===== config.mk =====
export PLATFORM = sky130hd
export DESIGN_NAME = uart_periph
export DESIGN_NICKNAME = d
export VERILOG_FILES = /design/src/rtl/uart_pkg.sv /design/src/rtl/uart_rx.sv /design/src/rtl/uart_periph.sv
export SDC_FILE = /design/constraint.sdc
export NUM_CORES = 1
export LEC_CHECK = 0
export BUFFER_PORTS_ARGS = -buffer_cell sky130_fd_sc_hd__buf_4
export CAP_MARGIN = 20
export CORE_MARGIN = 3
export CORE_UTILIZATION = 40
export CTS_CLUSTER_DIAMETER = 200
export CTS_CLUSTER_SIZE = 24
export DETAILED_ROUTE_END_ITERATION = 10
export GPL_TIMING_DRIVEN = 0
export PLACE_DENSITY_LB_ADDON = 0.2
export SLEW_MARGIN = 20
export SYNTH_ARGS = -nofsm -noshare
export SYNTH_HDL_FRONTEND = slang
export SYNTH_HIERARCHICAL = 1
export SYNTH_SLANG_ARGS = --single-unit

===== constraint.sdc =====
create_clock -name clk -period 1.8 [get_ports clk]
set_input_delay 0.36 -clock clk [delete_from_list [all_inputs] [get_ports clk]]
set_output_delay 0.36 -clock clk [all_outputs]
set_load 0.005 [all_outputs]

===== src/rtl/uart_pkg.sv =====
// Shared definitions for the UART peripheral: register offsets, STATUS bit positions and
// the bit-level state encoding used by both the transmitter and the receiver.
package uart_pkg;

    localparam logic [3:0] UART_TXDATA = 4'h0;
    localparam logic [3:0] UART_STATUS = 4'h4;
    localparam logic [3:0] UART_RXDATA = 4'h8;

    localparam int unsigned STAT_TX_BUSY      = 0;
    localparam int unsigned STAT_RX_VALID     = 1;
    localparam int unsigned STAT_RX_OVERRUN   = 2;
    localparam int unsigned STAT_RX_FRAME_ERR = 3;

    typedef enum logic [1:0] {
        StIdle,
        StStart,
        StData,
        StStop
    } uart_state_e;

endpackage


===== src/rtl/uart_rx.sv =====
// 8N1 receiver: synchronises the async line, samples mid-bit and presents the received
// byte with valid/overrun/framing-error flags that stay set until acknowledged.
module uart_rx #(
    parameter int unsigned ClksPerBit = 434
) (
    input  logic       clk_i,
    input  logic       rst_i,
    input  logic       rxd_i,
    input  logic       ack_i,
    output logic [7:0] byte_o,
    output logic       valid_o,
    output logic       overrun_o,
    output logic       frame_err_o
);
    import uart_pkg::*;

    localparam int unsigned CntW = $clog2(ClksPerBit);

    logic            sync1_q, sync2_q, prev_q;
    uart_state_e     state_q, state_d;
    logic [CntW-1:0] cnt_q, cnt_d;
    logic [2:0]      bit_q, bit_d;
    logic [7:0]      shreg_q, shreg_d;
    logic [7:0]      byte_q, byte_d;
    logic            valid_q, valid_d;
    logic            overrun_q, overrun_d;
    logic            ferr_q, ferr_d;
    logic            bit_end, half_end;

    always_comb begin
        state_d   = state_q;
        cnt_d     = cnt_q;
        bit_d     = bit_q;
        shreg_d   = shreg_q;
        byte_d    = byte_q;
        valid_d   = valid_q;
        overrun_d = overrun_q;
        ferr_d    = ferr_q;
        bit_end   = (cnt_q == CntW'(ClksPerBit - 1));
        half_end  = (cnt_q == CntW'(ClksPerBit / 2 - 1));

        if (ack_i) begin
            valid_d   = 1'b0;
            overrun_d = 1'b0;
            ferr_d    = 1'b0;
        end

        unique case (state_q)
            StIdle: begin
                cnt_d = '0;
                if (prev_q && !sync2_q) state_d = StStart;
            end
            StStart: begin
                cnt_d = cnt_q + 1'b1;
                if (half_end) begin
                    // A line that is high again at mid-start was only a glitch.
                    cnt_d   = '0;
                    bit_d   = '0;
                    state_d = sync2_q ? StIdle : StData;
                end
            end
            StData: begin
                cnt_d = cnt_q + 1'b1;
                if (bit_end) begin
                    cnt_d   = '0;
                    shreg_d = {sync2_q, shreg_q[7:1]};
                    bit_d   = bit_q + 3'd1;
                    if (bit_q == 3'd7) state_d = StStop;
                end
            end
            StStop: begin
                cnt_d = cnt_q + 1'b1;
                if (bit_end) begin
                    cnt_d   = '0;
                    state_d = StIdle;
                    byte_d  = shreg_q;
                    valid_d = 1'b1;
                    // A same-cycle ack retires the old byte, so only the new one counts.
                    if (ack_i) begin
                        overrun_d = 1'b0;
                        ferr_d    = !sync2_q;
                    end else begin
                        overrun_d = overrun_q | valid_q;
                        ferr_d    = ferr_q | !sync2_q;
                    end
                end
            end
            default: state_d = StIdle;
        endcase
    end

    always_ff @(posedge clk_i) begin
        if (rst_i) begin
            sync1_q   <= 1'b1;
            sync2_q   <= 1'b1;
            prev_q    <= 1'b1;
            state_q   <= StIdle;
            cnt_q     <= '0;
            bit_q     <= '0;
            shreg_q   <= '0;
            byte_q    <= '0;
            valid_q   <= 1'b0;
            overrun_q <= 1'b0;
            ferr_q    <= 1'b0;
        end else begin
            sync1_q   <= rxd_i;
            sync2_q   <= sync1_q;
            prev_q    <= sync2_q;
            state_q   <= state_d;
            cnt_q     <= cnt_d;
            bit_q     <= bit_d;
            shreg_q   <= shreg_d;
            byte_q    <= byte_d;
            valid_q   <= valid_d;
            overrun_q <= overrun_d;
            ferr_q    <= ferr_d;
        end
    end

    assign byte_o      = byte_q;
    assign valid_o     = valid_q;
    assign overrun_o   = overrun_q;
    assign frame_err_o = ferr_q;

endmodule


===== src/rtl/uart_periph.sv =====
// Bus-side UART slot: TXDATA/STATUS/RXDATA registers, 8N1 transmitter with bus
// backpressure while a frame is in flight, and the receiver sub-module.
module uart_periph #(
    parameter int unsigned CLK_HZ = 50_000_000,
    parameter int unsigned BAUD   = 115200
) (
    input  logic        clk,
    input  logic        rst,
    input  logic [3:0]  uart_addr,
    input  logic        uart_wen,
    input  logic [31:0] uart_wdata,
    output logic [31:0] uart_rdata,
    output logic        uart_ready,
    output logic        uart_txd,
    input  logic        uart_rxd,
    output logic        rx_irq
);
    import uart_pkg::*;

    localparam int unsigned ClksPerBit = CLK_HZ / BAUD;
    localparam int unsigned CntW       = $clog2(ClksPerBit);

    uart_state_e     state_q, state_d;
    logic [CntW-1:0] cnt_q, cnt_d;
    logic [2:0]      bit_q, bit_d;
    logic [7:0]      shreg_q, shreg_d;
    logic            txd_q, txd_d;
    logic            tx_busy, bit_end;
    logic            rx_ack, rx_valid, rx_overrun, rx_frame_err;
    logic [7:0]      rx_byte;
    logic [3:0]      status;
    logic            unused_wdata;

    assign unused_wdata = ^uart_wdata[31:8];
    assign tx_busy      = (state_q != StIdle);
    assign bit_end      = (cnt_q == CntW'(ClksPerBit - 1));

    always_comb begin
        state_d = state_q;
        cnt_d   = cnt_q;
        bit_d   = bit_q;
        shreg_d = shreg_q;

        unique case (state_q)
            StIdle: begin
                cnt_d = '0;
                if (uart_wen && (uart_addr == UART_TXDATA)) begin
                    shreg_d = uart_wdata[7:0];
                    state_d = StStart;
                end
            end
            StStart: begin
                cnt_d = cnt_q + 1'b1;
                if (bit_end) begin
                    cnt_d   = '0;
                    bit_d   = '0;
                    state_d = StData;
                end
            end
            StData: begin
                cnt_d = cnt_q + 1'b1;
                if (bit_end) begin
                    cnt_d   = '0;
                    shreg_d = {1'b1, shreg_q[7:1]};
                    bit_d   = bit_q + 3'd1;
                    if (bit_q == 3'd7) state_d = StStop;
                end
            end
            StStop: begin
                cnt_d = cnt_q + 1'b1;
                if (bit_end) begin
                    cnt_d   = '0;
                    state_d = StIdle;
                end
            end
            default: state_d = StIdle;
        endcase

        // Line level is registered from the next state so the pin is glitch-free.
        unique case (state_d)
            StStart: txd_d = 1'b0;
            StData:  txd_d = shreg_d[0];
            default: txd_d = 1'b1;
        endcase
    end

    always_ff @(posedge clk) begin
        if (rst) begin
            state_q <= StIdle;
            cnt_q   <= '0;
            bit_q   <= '0;
            shreg_q <= '0;
            txd_q   <= 1'b1;
        end else begin
            state_q <= state_d;
            cnt_q   <= cnt_d;
            bit_q   <= bit_d;
            shreg_q <= shreg_d;
            txd_q   <= txd_d;
        end
    end

    assign rx_ack = uart_wen && (uart_addr == UART_RXDATA);

    uart_rx #(
        .ClksPerBit(ClksPerBit)
    ) u_rx (
        .clk_i       (clk),
        .rst_i       (rst),
        .rxd_i       (uart_rxd),
        .ack_i       (rx_ack),
        .byte_o      (rx_byte),
        .valid_o     (rx_valid),
        .overrun_o   (rx_overrun),
        .frame_err_o (rx_frame_err)
    );

    always_comb begin
        status                    = '0;
        status[STAT_TX_BUSY]      = tx_busy;
        status[STAT_RX_VALID]     = rx_valid;
        status[STAT_RX_OVERRUN]   = rx_overrun;
        status[STAT_RX_FRAME_ERR] = rx_frame_err;
        unique case (uart_addr)
            UART_STATUS: uart_rdata = {28'b0, status};
            UART_RXDATA: uart_rdata = {24'b0, rx_byte};
            default:     uart_rdata = '0;
        endcase
    end

    assign uart_ready = !(tx_busy && (uart_addr == UART_TXDATA));
    assign uart_txd   = txd_q;
    assign rx_irq     = rx_valid;

endmodule


==> results.sh <==
export IMPL_start_kind="primary input"
export IMPL_syn_inst=349
export IMPL_arrival_ns=1.34
export IMPL_crit_path_max_fanout=5
export IMPL_wl_per_cell_um=13.23
export IMPL_synth_area_per_cell_um2=8.945
export IMPL_htree_num_levels=3
export IMPL_viasPerCell=5.228
export IMPL_die_y_um=94.34
export IMPL_switching_share_pct=22.05
export IMPL_p_int_uw=2157
export IMPL_diodes=0
export IMPL_status="complete, no violations"
export IMPL_die_area_mm2=0.008900
export IMPL_dp_cells=497
export IMPL_synth_ff_type="dfxtp_1"
export IMPL_worstPathRequired_ns=1.44
export IMPL_worst_path_max_delay_cell="or2_2"
export IMPL_grtUsageTotal_pct=15.78
export IMPL_syn_to_final_growth_pct=20.60
export IMPL_cts_path_max_buffers=2
export IMPL_finalCritPeriodShare_pct=94.39
export IMPL_min_path_cells=2
export IMPL_p_leak_uw=0.001385
export IMPL_ios=75
export IMPL_reg2reg_from="u_rx/cnt_q[0]"
export IMPL_ys_seq_elements=59
export IMPL_instances_no_fill=514
export IMPL_setup_viol=0
export IMPL_min_period_ns=1.699
export IMPL_grt_pass1_vias=2471
export IMPL_grt_max_degree=11
export IMPL_ys_warn_count=6
export IMPL_path_cells="buf_4, or2_2, nor2_1, and3_1, buf_4"
export IMPL_r2r_setup_slack_ns=0.10
export IMPL_combPwrFrac_pct=6.4
export IMPL_layout_nets=459
export IMPL_drtAntennaViolNets=0
export IMPL_start_util_pct=42.14
export IMPL_gr_total_overflow=0
export IMPL_vias=2687
export IMPL_crit_path_max_incr_delay_ns=0.33
export IMPL_pre_cts_ws_ns=-0.04000
export IMPL_p_switching_uw=610.2
export IMPL_holdPathEnd="u_rx/sync1_q"
export IMPL_grt_pass1_wl_mm=11.18
export IMPL_reg2reg_depth=5
export IMPL_rsz0062_at_grt="false"
export IMPL_synth_area_top_cells="dfxtp_1, buf_4, ha_1"
export IMPL_yosysSeqAreaShare_pct=37.84
export IMPL_powerDensity_mw_per_mm2=735.0
export IMPL_max_freq_ghz=0.5886
export IMPL_first_pass_iters=4
export IMPL_skew_ns=0.004812
export IMPL_synth_top_cell_by_area="dfxtp_1"
export IMPL_min_path_type="in -> reg"
export IMPL_dieWidth_um=94.34
export IMPL_wl_mm=6.802
export IMPL_drv_cap=0
export IMPL_critPathCaptureType="output port"
export IMPL_cts_root_buffer="clkbuf_8"
export IMPL_synthDistinctLibCells=51
export IMPL_slew_headroom_pct=63.00
export IMPL_clk_latency_ns=0.34
export IMPL_antenna_found_initial=0
export IMPL_hold_slack_ns=0.2035
export IMPL_hold_viol_final=0
export IMPL_setup_ws_ns=0.1009
export IMPL_worstHoldStart="uart_rxd"
export IMPL_syn_area_mm2=0.003122
export IMPL_async_reset_ff_share_pct=0
export IMPL_pwr_share_clk_pct=45.5
export IMPL_cts_buffers=9
export IMPL_peakVddDrop_v=0.0004524
export IMPL_fin_setup_tns_ns=0
export IMPL_crit_top_cell="buf_4"
export IMPL_reg2reg_to="u_rx/shreg_q[4]"
export IMPL_tightest_slew_ns=0.5550
export IMPL_critPathKind="in -> out"
export IMPL_place_hpwl_mm=4.819
export IMPL_drc=0
export IMPL_fp_coreArea_mm2=0.007408
export IMPL_port_buffer_count=26
export IMPL_rows=31
export IMPL_slew_viol_final=0
export IMPL_synth_edf_count=0
export IMPL_yosysTopAreaCellShare_pct=37.84
export IMPL_drt_initial_drc_count=71
export IMPL_seqPwrFrac_pct=48.1
export IMPL_clock_sinks=59
export IMPL_ctsHoldBuffers=0
export IMPL_clk_transition_reported_paths_ns=0.06
export IMPL_cts_tree="done"
export IMPL_gp_congestion=0.8235
export IMPL_layout_drive_gt1_share_pct=22.89
cell families (layout without fill, tap and decap cells):
group / count (synthesis) / count (layout) / synth area share [%]
adder cells (fa/ha/maj): 9 / 9 / 3.607
buffers and inverters: 54 / 97 / 10.34
XOR/XNOR: 11 / 11 / 3.086
AND/OR/NAND/NOR: 129 / 129 / 24.81
flip-flops: 59 / 59 / 37.84
AO/OA/AOI/OAI: 86 / 86 / 20.20
other: 1 / 24 / 0.1201
cell usage in the layout, fill, tap and decap left out, types with 2 or more instances in the layout:
master	Yosys	final
nand2_1	15	15
clkinv_2	0	2
a31oi_1	7	7
nor3_1	2	2
nand4_1	17	17
buf_4	24	50
nand2b_1	12	12
buf_2	6	6
conb_1	1	24
nor4_1	9	9
a22oi_1	3	3
a211oi_1	8	8
buf_6	3	3
o21ai_0	10	10
and3_1	7	7
nor2b_1	5	5
and4b_1	2	2
o31ai_1	11	11
xnor2_1	6	6
o21ai_1	3	2
a32oi_1	6	6
nand3_1	19	19
xor2_1	5	5
or2_2	4	4
inv_1	7	7
a21oi_1	20	20
a31o_1	8	8
dfxtp_1	59	59
clkbuf_8	0	12
clkbuf_1	12	11
ha_1	9	9
a221oi_2	4	4
or3_1	6	6
nor2_1	20	20
flip-flops by register name (all words and copies together), names as in the netlist, 2 cells and up, named ones only:
name	flops
bit_q	3
cnt_q	9
shreg_q	8
state_q	2
u_rx/bit_q	3
u_rx/byte_o	8
u_rx/cnt_q	9
u_rx/shreg_q	8
cell type report:
cell class / instances / area [µm²]
Timing Repair Buffer: 27 / 215.2
Clock inverter: 4 / 47.55
Clock buffer: 12 / 165.2
Fill cell: 710 / 3643
Multi-Input combinational cell: 259 / 1708
Inverter: 8 / 30.03
Sequential cell: 59 / 1181
Tap cell: 99 / 123.9
Buffer: 46 / 294.0
worst max path at each step:
stage,to,cells after the start,slack (ns),start
2_1_floorplan,u_rx/cnt_q[0],5,0.24,u_rx/cnt_q[0]
3_3_place_gp,u_rx/cnt_q[2],4,0.02,u_rx/cnt_q[0]
3_5_place_dp,u_rx/cnt_q[3],4,-0.04,u_rx/cnt_q[0]
4_1_cts,u_rx/cnt_q[3],5,0.04,u_rx/cnt_q[0]
5_1_grt,bit_q[1],6,0.01,cnt_q[0]
6_report,uart_rdata[6],5,0.10,uart_addr[1]
metal layers:
metal	track usage, %	wire length (µm)	part of all wire (%)	vias up
met2	25.30	3237	48	73
met1	20.07	3085	45	1239
met4	5.415	110	1.6	0
li1	-	-	-	1364
met3	5.020	368	5.4	11
met5	0	0	0	-
metrics by stage:
step / area, µm² / utilization (%) / power, µW
2_1_floorplan: 3208 / - / 1472
3_3_place_gp: 3527 / 47.61 / 1526
3_5_place_dp: 3527 / 47.61 / 1530
4_1_cts: 3744 / 50.53 / 2804
5_1_grt: 3765 / 50.82 / 2876
6_report: 3765 / 50.82 / 2767
power by group through the flow:
stage / logic (µW) / registers, µW / clock network [µW]
after floorplan: 116 / 1360 / 0
after global placement: 168 / 1360 / 0
after detailed placement: 171 / 1360 / 0
after CTS: 171 / 1330 / 1300
after global routing: 197 / 1330 / 1350
final: 177 / 1330 / 1260
cells in the mapped netlist, types with 6 or more instances:
cell / n
or3_1: 6
xnor2_1: 6
nand3_1: 19
nor4_1: 9
nand4_1: 17
nand2b_1: 12
a31o_1: 8
and3_1: 7
nor2_1: 20
a211oi_1: 8
buf_2: 6
a21oi_1: 20
o21ai_0: 10
o31ai_1: 11
dfxtp_1: 59
nand2_1: 15
inv_1: 7
a31oi_1: 7
a32oi_1: 6
clkbuf_1: 12
buf_4: 24
ha_1: 9
timing repair:
action / 4_1_cts / 5_1_grt
setup endpoints to repair: 9 / 11
pin swaps: 0 / 1
gates cloned: 0 / 0
buffers inserted: 0 / 1
resized for setup: 1 / 2
critical path, delay by kind of cell:
family	cells	cell delay, ns
buffers and inverters	2	0.22
and+or+nand+nor	3	0.75
(Power assumes the default switching activity.)
